### src/rtl/multicycle_controller.sv
// multicycle_controller
// Multi-cycle sequencer for the 16-bit accumulator CPU. It fetches over a
// ready/valid port, then decodes, executes, optionally waits on data memory,
// and writes back. It drives the datapath select encodings and tracks how
// many entries the return-address stack holds.
module multicycle_controller #(
  parameter  int INST_W   = 16,
  parameter  int LR_DEPTH = 4,
  localparam int PW       = $clog2(LR_DEPTH + 1)
) (
  input  logic              clk,
  input  logic              rst_n,
  input  logic [INST_W-1:0] inst,
  input  logic              inst_ready,
  input  logic              mem_ready,
  input  logic              br_mux,
  output logic              inst_req,
  output logic              ir_en,
  output logic [3:0]        alu_op,
  output logic [1:0]        pc_sel,
  output logic              pc_en,
  output logic [1:0]        wb_sel,
  output logic              wb_demux_sel,
  output logic              br_sel,
  output logic              reg_en,
  output logic              mem_req,
  output logic              mem_we,
  output logic              mdr_en,
  output logic              lr_push,
  output logic              lr_pop,
  output logic [PW-1:0]     lr_ptr,
  output logic              fault
);

  typedef enum logic [2:0] {
    S_IDLE,
    S_FETCH,
    S_DECODE,
    S_EXEC,
    S_MEM,
    S_WB,
    S_FAULT
  } state_e;

  localparam logic [3:0] OP_NOP   = 4'h0;
  localparam logic [3:0] OP_OUT   = 4'h6;
  localparam logic [3:0] OP_IN    = 4'h7;
  localparam logic [3:0] OP_BR    = 4'h9;
  localparam logic [3:0] OP_BRC   = 4'hA;
  localparam logic [3:0] OP_CALL  = 4'hB;
  localparam logic [3:0] OP_RET   = 4'hC;
  localparam logic [3:0] OP_LOAD  = 4'hD;
  localparam logic [3:0] OP_STORE = 4'hE;
  localparam logic [3:0] OP_LDI   = 4'hF;

  localparam logic [PW-1:0] LR_FULL = PW'(LR_DEPTH);

  state_e        state_q, state_d;
  // Only the control fields of the instruction are kept: {opcode, brx}.
  // The datapath latches the operand fields itself on ir_en.
  logic [4:0]    ir_q, ir_d;
  logic          taken_q, taken_d;
  logic [PW-1:0] lr_ptr_q, lr_ptr_d;

  logic [3:0] opcode;
  logic       brx;
  logic       is_alu;
  logic [3:0] alu_op_x;
  logic       br_sel_x;

  assign opcode = ir_q[4:1];
  assign brx    = ir_q[0];
  assign is_alu = (opcode >= 4'h1) && (opcode <= 4'h8);

  // ALU op and branch-flag select are driven identically in EXEC and WB.
  assign alu_op_x = is_alu ? opcode : 4'h0;
  assign br_sel_x = (opcode == OP_BRC) && brx;

  // Operand bits are consumed by the datapath, not by the controller.
  logic unused_inst_bits;
  assign unused_inst_bits = ^inst[INST_W-6:0];

  assign lr_ptr = lr_ptr_q;

  // State register and controller bookkeeping (IR, branch decision, stack depth).
  always_ff @(posedge clk or negedge rst_n) begin
    if (!rst_n) begin
      state_q  <= S_IDLE;
      ir_q     <= '0;
      taken_q  <= 1'b0;
      lr_ptr_q <= '0;
    end else begin
      // NOTE: non-blocking assignments here so every flop samples the
      // pre-edge values; blocking would create order-dependent races.
      state_q  <= state_d;
      ir_q     <= ir_d;
      taken_q  <= taken_d;
      lr_ptr_q <= lr_ptr_d;
    end
  end

  // Next-state logic: handshake stalls, EXEC decisions and stack bookkeeping.
  always_comb begin
    // NOTE: every variable gets a default first so no path leaves it
    // unassigned, which would otherwise infer a latch.
    state_d  = state_q;
    ir_d     = ir_q;
    taken_d  = taken_q;
    lr_ptr_d = lr_ptr_q;
    unique case (state_q)
      S_IDLE: state_d = S_FETCH;
      S_FETCH: begin
        if (inst_ready) begin
          ir_d    = inst[INST_W-1 -: 5];
          state_d = S_DECODE;
        end
      end
      S_DECODE: state_d = S_EXEC;
      S_EXEC: begin
        case (opcode)
          OP_BRC: begin
            taken_d = br_mux;
            state_d = S_WB;
          end
          OP_CALL:           state_d = (lr_ptr_q == LR_FULL) ? S_FAULT : S_WB;
          OP_RET:            state_d = (lr_ptr_q == '0) ? S_FAULT : S_WB;
          OP_LOAD, OP_STORE: state_d = S_MEM;
          default:           state_d = S_WB;
        endcase
      end
      S_MEM: begin
        if (mem_ready) state_d = S_WB;
      end
      S_WB: begin
        state_d = S_FETCH;
        // EXEC already vetoed overflow/underflow, so these cannot wrap.
        if (opcode == OP_CALL) lr_ptr_d = lr_ptr_q + PW'(1);
        else if (opcode == OP_RET) lr_ptr_d = lr_ptr_q - PW'(1);
      end
      S_FAULT: state_d = S_FAULT;
      default: state_d = S_IDLE;
    endcase
  end

  // Output decode from state and the held instruction fields.
  always_comb begin
    inst_req     = 1'b0;
    ir_en        = 1'b0;
    alu_op       = 4'h0;
    pc_sel       = 2'b00;
    pc_en        = 1'b0;
    wb_sel       = 2'b00;
    wb_demux_sel = 1'b0;
    br_sel       = 1'b0;
    reg_en       = 1'b0;
    mem_req      = 1'b0;
    mem_we       = 1'b0;
    mdr_en       = 1'b0;
    lr_push      = 1'b0;
    lr_pop       = 1'b0;
    fault        = 1'b0;
    unique case (state_q)
      S_FETCH: begin
        inst_req = 1'b1;
        ir_en    = inst_ready;
      end
      S_EXEC: begin
        alu_op = alu_op_x;
        br_sel = br_sel_x;
      end
      S_MEM: begin
        mem_req = 1'b1;
        mem_we  = (opcode == OP_STORE);
        mdr_en  = mem_ready && (opcode == OP_LOAD);
      end
      S_WB: begin
        alu_op = alu_op_x;
        br_sel = br_sel_x;
        pc_en  = 1'b1;
        case (opcode)
          OP_NOP: pc_sel = 2'b00;
          4'h1, 4'h2, 4'h3, 4'h4, 4'h5, 4'h8: begin
            reg_en = 1'b1;
            wb_sel = 2'b00;
          end
          OP_OUT: begin
            reg_en       = 1'b1;
            wb_demux_sel = 1'b1;
          end
          OP_IN: begin
            reg_en = 1'b1;
            wb_sel = 2'b01;
          end
          OP_BR:  pc_sel = 2'b10;
          OP_BRC: pc_sel = taken_q ? 2'b10 : 2'b00;
          OP_CALL: begin
            pc_sel  = 2'b10;
            lr_push = 1'b1;
          end
          OP_RET: begin
            pc_sel = 2'b01;
            lr_pop = 1'b1;
          end
          OP_LOAD: begin
            reg_en = 1'b1;
            wb_sel = 2'b11;
          end
          OP_STORE: pc_sel = 2'b00;
          OP_LDI: begin
            reg_en = 1'b1;
            wb_sel = 2'b10;
          end
          default: pc_sel = 2'b00;
        endcase
      end
      S_FAULT: fault = 1'b1;
      default: fault = 1'b0;
    endcase
  end

endmodule

### config.mk
export PLATFORM = sky130hd
export DESIGN_NAME = multicycle_controller
export DESIGN_NICKNAME = d
export VERILOG_FILES = /design/src/rtl/multicycle_controller.sv
export SDC_FILE = /design/constraint.sdc
export NUM_CORES = 1
export LEC_CHECK = 0
export BUFFER_PORTS_ARGS = -buffer_cell sky130_fd_sc_hd__buf_2
export CAP_MARGIN = 10
export CORE_MARGIN = 3
export CORE_UTILIZATION = 44
export DETAILED_ROUTE_END_ITERATION = 16
export PLACE_DENSITY = 0.79
export SLEW_MARGIN = 20
export SYNTH_ARGS = -nofsm -noshare
export SYNTH_HDL_FRONTEND = slang
export SYNTH_SLANG_ARGS = --single-unit
### constraint.sdc
create_clock -name clk -period 1.7 [get_ports clk]
set_input_delay 0.17 -clock clk [delete_from_list [all_inputs] [get_ports clk]]
set_output_delay 0.17 -clock clk [all_outputs]
set_load 0.05 [all_outputs]
==> reports/qor.csv, run 1 <==
stage;metric;value;unit
finish;proportion of layout cells with a drive suffix above 1;61.0;%
sta;Slew @ Worst Pin;404;ps
worst_setup_path;WP data arrival;1540;ps
drt;DRC Markers;0;
worst_hold_path;hold crit path type;input pin to flip-flop;
drt;First-pass DRT Iterations;4;
yosys;Mean Syn Cell Area;8.89;sq um
finish;# fillers;103;
floorplan;num rows;15;
yosys;Netlist cell types;34;
drt;met1 WL;982;um
yosys;largest area contributor in the netlist;dfrtp_1;
yosys;Yosys Warn Count;0;
sta;RSZ-0062 raised after global routing;true;
yosys;predominant post-synthesis flop cell;dfrtp_1;
drt;Antenna Nets Post-Route;0;
drt;Vias per Instance;5.29;
worst_setup_path;CP endpoint kind;output pin;
worst_setup_path;CP required;1530;ps
status;status;complete, but fails checks;
drt;DR vias;904;
placed_design;placed cell area;0.00117;sq mm
worst_setup_path;kind of cell adding the most delay to the critical path;flip-flops;
sta;max frequency;584;MHz
yosys;Synth Instances;97;
sta;worst hold margin;99.2;ps
worst_setup_path;FF-to-FF End;taken_q;
drt;DR top layer;met4;
floorplan;# IOs;44;
sta;setup_tns;-25.0;ps
worst_setup_path;flop2flop setup slack;30;ps
power_and_ir_drop;total power;2.90;mW
placed_design;Port-buffer cells;32;
worst_setup_path;CP Buf/Inv Count;2;
cts;Num CTS Buffers;3;
worst_setup_path;R2R depth;6;
power_and_ir_drop;worst vdd ir;1370;uV
grt;vias in the first global route;841;
worst_setup_path;CP Capture Point;reg_en;
status;failing checks;negative setup slack;
yosys;Post-synth EDFFs;0;
yosys;Seq/Total Area, Yosys;34.8;%
floorplan;Core ar.;0.00178;sq mm
drt;1st-iter DRT viols;14;
cts;Root Buffer Master;clkbuf_4;
drt;met2 WL;1480;um
grt;gr ovfl total;0;
cts;Clk Latency, worst-skew pair;280;ps
sta;Final Hold Vio Count;0;
worst_setup_path;crit path launch type;flip-flop;
sta;Slew Limit Fails;0;
finish;final core utilization;81.5;%
yosys;post-synthesis net count;119;
worst_setup_path;WP depth;4;
floorplan;Die Span X;50.3;um
finish;Nets;169;
sta;Period minus WS final;1710;ps
grt;first-pass GRT wire length;3830;um
worst_setup_path;slowest cell on the critical path;dfrtp_2;
finish;non-filler instance count after layout;171;
floorplan;Starting Density;48.4;%
drt;wire length per cell;15.4;um
cts;Clock Pin Slew Worst Setup and Hold Paths;80;ps
grt;initial antenna violation count;0;
finish;area delta synth->final;68.5;%
sta;Worst Skew;5.60;ps
finish;multi-input logic area;657;sq um
yosys;asr flop ratio synth;100;%
worst_setup_path;RR Startpoint;state_q[2];
sta;worst relative slew slack;73.1;%
flow_run;Max Cap Viol;0;
drt;met3 routed WL;130;um
cts;CTS sink cnt;12;
finish;final instance area;0.00145;sq mm
grt;GRT Overall Usage;20.0;%
yosys;top-count cell post-synth;dfrtp_1;
worst_setup_path;crit path max fanout;6;
worst_setup_path;most used cell, CP;buf_6;
cts;H-tree levels;1;
grt;pin count of the biggest net entering global routing;13;
sta;setup violators final;3;
floorplan;die area;0.00253;sq mm
cts;CTS tree;done;
worst_setup_path;crit path cell chain;nand3b_1, buf_6, nor3_2, buf_6;
placed_design;gpl congestion;0.757;
yosys;largest cells by area after synthesis;dfrtp_1 35%, mux2_2 5.2%, nor2_1 4.8%;
placed_design;DP HPWL;1670;um
drt;total wire length;2640;um
finish;diode count;0;
placed_design;DP Cell Count;157;
floorplan;height of the die;50.3;um
placed_design;Post-Place Worst Slack;68.5;ps
sta;fin crit share;101;%
yosys;Synth top area share;34.8;%
yosys;mapped cell area;862;sq um
finish;register area;308;sq um
worst_setup_path;crit-path max cell delay;460;ps
cts;CTS Buffer Depth;2;
sta;final worst slack;-13.4;ps
yosys;Commonest cells post-synth;12 x dfrtp_1, 11 x nor2_1, 10 x nand2_1;
power_and_ir_drop;total leakage power;0.696;nW
worst_setup_path;critical path type;flip-flop to output pin;
yosys;FF+latch count, synth;12;
power_and_ir_drop;PwrDens;2000;mW/mm^2
worst_setup_path;Critical Path Start;state_q[1];
-- what timing repair did --
item | 4_1_cts | 5_1_grt
cloned | 0 | 0
hold buffers | 1 | 0
endpoints found under the setup margin | 16 | 16
gates resized for setup | 29 | 24
pin swaps | 2 | 5
buffers inserted | 4 | 5
endpoints found under the hold margin | 12 | 0
-- state kept, by name (all words and copies together), names as in the netlist --
name,flops
taken_q,1
lr_ptr,3
state_q,3
ir_q,5
-- worst register-to-register path, stage by stage (launching register included) --
cell and delay [ps]:
dfrtp_2 430, buf_4 150, buf_4 130, nor2b_1 160
nand2_1 110, nor3_1 220, mux2_1 360
-- cell usage in the layout, fill, tap and decap left out, types with 3 or more instances in the layout --
master    instances
inv_1             5
nor2_4            3
and2_1            3
buf_4            19
nor2_1            6
clkbuf_4          5
mux2_4            5
buf_6            12
buf_2            16
xnor2_1           3
dfrtp_1           6
dfrtp_2           6
nand2_1           8
nor3_4            3
a21oi_1           4
-- power breakdown --
part	leakage, nW	internal, mW	switching [mW]
Clock	0.0210	0.130	0.0982
Combinational	0.534	0.855	1.19
Sequential	0.140	0.435	0.196
Total	0.696	1.42	1.48
-- worst min-delay path by stage --
stage / start / end / slack [ps] / cells past startpoint
after floorplan: rst_n / ir_q[0] / -130 / 0
after global placement: rst_n / lr_ptr[2] / 60 / 1
after detailed placement: rst_n / lr_ptr[2] / 60 / 1
after CTS: inst[11] / ir_q[0] / 100 / 3
after global routing: inst[15] / ir_q[4] / 120 / 2
final: inst[11] / ir_q[0] / 100 / 3
-- logic make-up (layout without fill, tap and decap cells) --
kind of cell / after synthesis / in the layout / synth area share (%)
compound gates: 13 / 13 / 10.5
xor+xnor: 5 / 5 / 5.08
fa+ha+maj: 1 / 1 / 2.32
buf+inv: 12 / 61 / 6.68
flops: 12 / 12 / 34.8
mux: 6 / 6 / 8.27
simple gates: 48 / 48 / 32.4
-- metal layers --
layer | track usage (%) | vias up
li1 | - | 430
met1 | 23.3 | 448
met2 | 35.4 | 22
met3 | 5.64 | 4
met4 | 5.53 | 0
met5 | 0 | -
-- final cells by class --
type                       count  share of cell area [%]
timing repair buffer          51                    27.4
multi-input combinational     73                    45.2
tap                           25                    2.15
clock buffer                   4                    2.50
inverter                       6                    1.55
sequential                    12                    21.2
Note: power is estimated with default switching activity, not from simulation.
==> run 2, diff against run 1 <==
CORE_MARGIN = default   (was 3)
CORE_UTILIZATION = 40   (was 44)
CTS_CLUSTER_DIAMETER = 200   (was default)
PLACE_DENSITY = 0.76   (was 0.79)
clock period = 1.5 ns   (was 1.7 ns; I/O delays follow)
==> reports/qor.csv, run 2 (synthesized netlist as in run 1, its figures left out) <==
stage;metric;value;unit
status;status;complete, but fails checks;
floorplan;Starting Density;43.1;%
sta;worst relative slew slack;81.1;%
cts;CTS Buffer Depth;2;
worst_setup_path;critical path type;flip-flop to output pin;
cts;Clock Pin Slew Worst Setup and Hold Paths;80;ps
power_and_ir_drop;worst vdd ir;1660;uV
worst_setup_path;slowest cell on the critical path;dfrtp_1;
finish;proportion of layout cells with a drive suffix above 1;72.9;%
sta;Slew @ Worst Pin;284;ps
floorplan;num rows;16;
worst_setup_path;CP endpoint kind;output pin;
finish;Biggest register;ir_q;
sta;max frequency;575;MHz
drt;1st-iter DRT viols;18;
worst_setup_path;crit path max fanout;6;
worst_setup_path;most used cell, CP;buf_6;
finish;Nets;189;
finish;final instance area;0.00177;sq mm
cts;CTS sink cnt;12;
cts;Clk Latency, worst-skew pair;290;ps
placed_design;Post-Place Worst Slack;-2.98;ps
power_and_ir_drop;total leakage power;0.833;nW
cts;Root Buffer Master;clkbuf_4;
sta;RSZ-0062 raised after global routing;true;
sta;Worst Skew;5.08;ps
placed_design;placed cell area;0.00136;sq mm
placed_design;DP HPWL;1850;um
finish;final core utilization;88.6;%
finish;most frequent cells in the layout;26 x buf_6, 26 x buf_4, 13 x buf_2, 7 x nand2_1, 7 x dfrtp_2;
floorplan;Core ar.;0.00200;sq mm
drt;DR vias;1029;
grt;pin count of the biggest net entering global routing;13;
grt;first-pass GRT wire length;5090;um
cts;Num CTS Buffers;3;
grt;gr ovfl total;0;
worst_hold_path;hold wc startpoint;br_mux;
drt;DRC Markers;0;
sta;Slew Limit Fails;0;
sta;Final Hold Vio Count;0;
worst_setup_path;Critical Path Start;state_q[1];
finish;area delta synth->final;106;%
cts;CTS tree;done;
sta;Period minus WS final;1740;ps
drt;First-pass DRT Iterations;4;
drt;Vias per Instance;5.33;
power_and_ir_drop;total power;4.14;mW
worst_hold_path;hold crit path type;input pin to flip-flop;
grt;vias in the first global route;1072;
finish;non-filler instance count after layout;193;
power_and_ir_drop;PwrDens;2340;mW/mm^2
placed_design;DP Cell Count;174;
placed_design;Port-buffer cells;32;
worst_setup_path;crit path cell chain;nand3b_1, buf_6, nor2_1, buf_6;
floorplan;die area;0.00234;sq mm
sta;setup violators final;26;
sta;worst hold margin;71.4;ps
drt;total wire length;3390;um
sta;final worst slack;-238;ps
flow_run;Max Cap Viol;0;
grt;initial antenna violation count;0;
grt;GRT Overall Usage;28.8;%
floorplan;# IOs;44;
placed_design;gpl congestion;0.755;
sta;setup_tns;-3990;ps
worst_setup_path;CP required;1350;ps
worst_setup_path;RR Startpoint;state_q[1];
finish;max reg flops;5;
drt;Antenna Nets Post-Route;0;
worst_setup_path;WP data arrival;1590;ps
sta;fin crit share;116;%
finish;diode count;0;
floorplan;Die Span X;48.4;um
drt;wire length per cell;17.6;um
worst_setup_path;crit-path max cell delay;430;ps
status;failing checks;negative setup slack;
worst_setup_path;crit path launch type;flip-flop;
cts;H-tree levels;1;
floorplan;height of the die;48.4;um
worst_setup_path;CP Buf/Inv Count;2;
worst_setup_path;kind of cell adding the most delay to the critical path;simple AND/OR/NAND/NOR gates;
## run 2: layer usage
layer	track usage (%)	vias to the layer above	share of wire, %
met5	0	-	0
met4	8.82	0	1.7
met3	6.60	8	5.0
met2	55.4	42	59
met1	30.9	510	34
li1	-	469	-
## run 2: path summary, 6_finish.rpt
| check | endpoint | slack (ps) | cells after the start |
|---|---|---|---|
| max | lr_pop | -240 | 4 |
| max reg2reg | ir_q[4] | -170 | 6 |
| min in group asynchronous | lr_ptr[0] | 270 | 2 |
| min reg2reg | taken_q | 520 | 1 |
| min | taken_q | 70 | 2 |
| max in group asynchronous | ir_q[1] | 990 | 2 |
## run 2: repair_timing
item,in CTS,in global routing
hold endpoints to repair,12,0
hold buffers,1,0
pin swaps,11,8
setup endpoints to repair,20,28
resized for setup,57,20
setup buffers,8,8
## run 2: power breakdown
group | switching, mW | internal [mW]
logic | 1.63 | 1.49
clock network | 0.120 | 0.148
registers | 0.250 | 0.496
## run 2: final cells by class
cell class,instances,area [sq um]
clock buffers,4,36.3
fillers,87,229
inverters,6,26.3
multi-input cells,73,729
flip-flops and latches,12,309
well taps,27,33.8
repair buffers,71,638
==> run 3, diff against run 2 <==
GPL_ROUTABILITY_DRIVEN = 0   (was default)
GPL_TIMING_DRIVEN = 0   (was default)
HOLD_SLACK_MARGIN = 0.06   (was default)
==> reports/qor.csv, run 3 (synthesized netlist as in run 1, its figures left out) <==
stage;metric;value;unit
floorplan;die area;0.00234;sq mm
drt;DR vias;1075;
sta;Period minus WS final;1770;ps
worst_setup_path;flop2flop setup slack;-130;ps
finish;proportion of layout cells with a drive suffix above 1;72.0;%
sta;fin crit share;118;%
worst_setup_path;R2R depth;6;
floorplan;Core ar.;0.00200;sq mm
grt;GRT Overall Usage;29.1;%
cts;CTS tree;done;
sta;Slew Limit Fails;0;
grt;gr ovfl total;0;
cts;CTS Buffer Depth;2;
worst_setup_path;crit path launch type;flip-flop;
finish;diode count;0;
floorplan;# IOs;44;
drt;First-pass DRT Iterations;4;
drt;Antenna Nets Post-Route;0;
finish;leading cell type in the layout, fill and taps excluded;buf_6;
sta;setup violators final;27;
finish;most frequent cells in the layout;28 x buf_6, 22 x buf_4, 12 x buf_2, 8 x nand2_1, 8 x dfrtp_1;
finish;area delta synth->final;110;%
placed_design;Port-buffer cells;32;
grt;pin count of the biggest net entering global routing;13;
grt;first-pass GRT wire length;5040;um
sta;RSZ-0062 raised after global routing;true;
power_and_ir_drop;total leakage power;0.843;nW
power_and_ir_drop;PwrDens;2390;mW/mm^2
drt;1st-iter DRT viols;35;
status;failing checks;negative setup slack;
drt;wire length per cell;20.4;um
floorplan;Starting Density;43.1;%
placed_design;Post-Place Worst Slack;-326;ps
worst_setup_path;CP endpoint kind;output pin;
power_and_ir_drop;worst vdd ir;1920;uV
flow_run;Max Cap Viol;0;
worst_hold_path;Worst Hold End;taken_q;
sta;final worst slack;-271;ps
sta;worst hold margin;94.1;ps
grt;initial antenna violation count;0;
drt;total wire length;3900;um
worst_setup_path;FF-to-FF End;ir_q[4];
worst_hold_path;hold wc startpoint;br_mux;
cts;H-tree levels;1;
floorplan;Die Span X;48.4;um
finish;Nets;187;
cts;Clock Pin Slew Worst Setup and Hold Paths;90;ps
floorplan;height of the die;48.4;um
sta;worst relative slew slack;75.0;%
drt;Vias per Instance;5.63;
finish;# fillers;78;
grt;vias in the first global route;1030;
worst_hold_path;Worst Hold Path Cells;2;
finish;Biggest register;ir_q;
status;status;complete, but fails checks;
worst_hold_path;hold crit path type;input pin to flip-flop;
sta;Final Hold Vio Count;0;
worst_setup_path;WP data arrival;1620;ps
finish;max reg flops;5;
placed_design;DP HPWL;1610;um
cts;CTS sink cnt;12;
sta;Worst Skew;7.84;ps
drt;DRC Markers;0;
worst_setup_path;critical path type;flip-flop to output pin;
worst_setup_path;RR Startpoint;state_q[1];
sta;max frequency;565;MHz
cts;Num CTS Buffers;3;
cts;Clk Latency, worst-skew pair;280;ps
sta;Slew @ Worst Pin;373;ps
floorplan;num rows;16;
cts;Root Buffer Master;clkbuf_4;
worst_setup_path;CP required;1350;ps
worst_setup_path;crit path max fanout;4;
## run 3: cell count changes in the layout (fill, tap and decap cells not counted), moves of 2 or more
cell	delta
buf_4	-4
buf_12	+2
nor2_1	-2
buf_6	+2
dfrtp_1	+3
dfrtp_2	-3
nand2_2	-2
## run 3: where the power goes
group          switching (mW)  leakage, nW  internal (mW)  total, mW
Sequential              0.207        0.143          0.487      0.694
Combinational            1.81        0.679           1.56       3.37
Clock                   0.120       0.0210          0.148      0.268
## run 3: per-stage QoR
stage	TNS, ps	cells	power, mW	utilization [%]	cell area [sq um]
after floorplan	-4170	97	2.33	-	1040
after global placement	-1320	156	2.62	61.6	1230
after detailed placement	-1760	156	2.70	61.6	1230
after CTS	-2750	184	3.76	84.1	1680
after global routing	-5880	191	4.50	90.4	1810
final	-4360	191	4.33	90.4	1810
## run 3: worst max-delay path by stage
stage | start | end | slack (ps)
6_report | ir_q[2] | reg_en | -270
3_3_place_gp | state_q[1] | wb_demux_sel | -300
5_1_grt | ir_q[2] | reg_en | -300
2_1_floorplan | state_q[1] | wb_demux_sel | -380
4_1_cts | state_q[1] | pc_sel[1] | -210
3_5_place_dp | state_q[1] | wb_demux_sel | -330
## run 3: routing by layer
layer	vias up	routed length (um)	GRT usage (%)
met1	545	1400	32.7
met4	0	178	14.7
met5	-	0	0
li1	461	-	-
met2	51	2120	51.4
met3	18	196	6.92
## run 3: layout make-up
class                      count  area [sq um]  area share (%)
buffer                         5          60.1            3.32
clock buffer                   4          36.3            2.01
inverter                       6          26.3            1.45
multi-input combinational     73           757            41.8
sequential                    12           305            16.9
tap                           27          33.8            1.87
timing repair buffer          64           591            32.6
## run 3: timing repair
action	CTS	global route
setup buffers	22	10
cloned	1	0
endpoints found under the hold margin	12	0
gates resized for setup	65	23
hold buffers	1	0
pin swaps	15	10
setup endpoints to repair	21	27
## run 3: critical path, stage by stage (launching register included)
cell     delay, ps
dfrtp_1        420
buf_6          150
or3_4          370
a21oi_4        180
nor3_4          60
buf_6          160
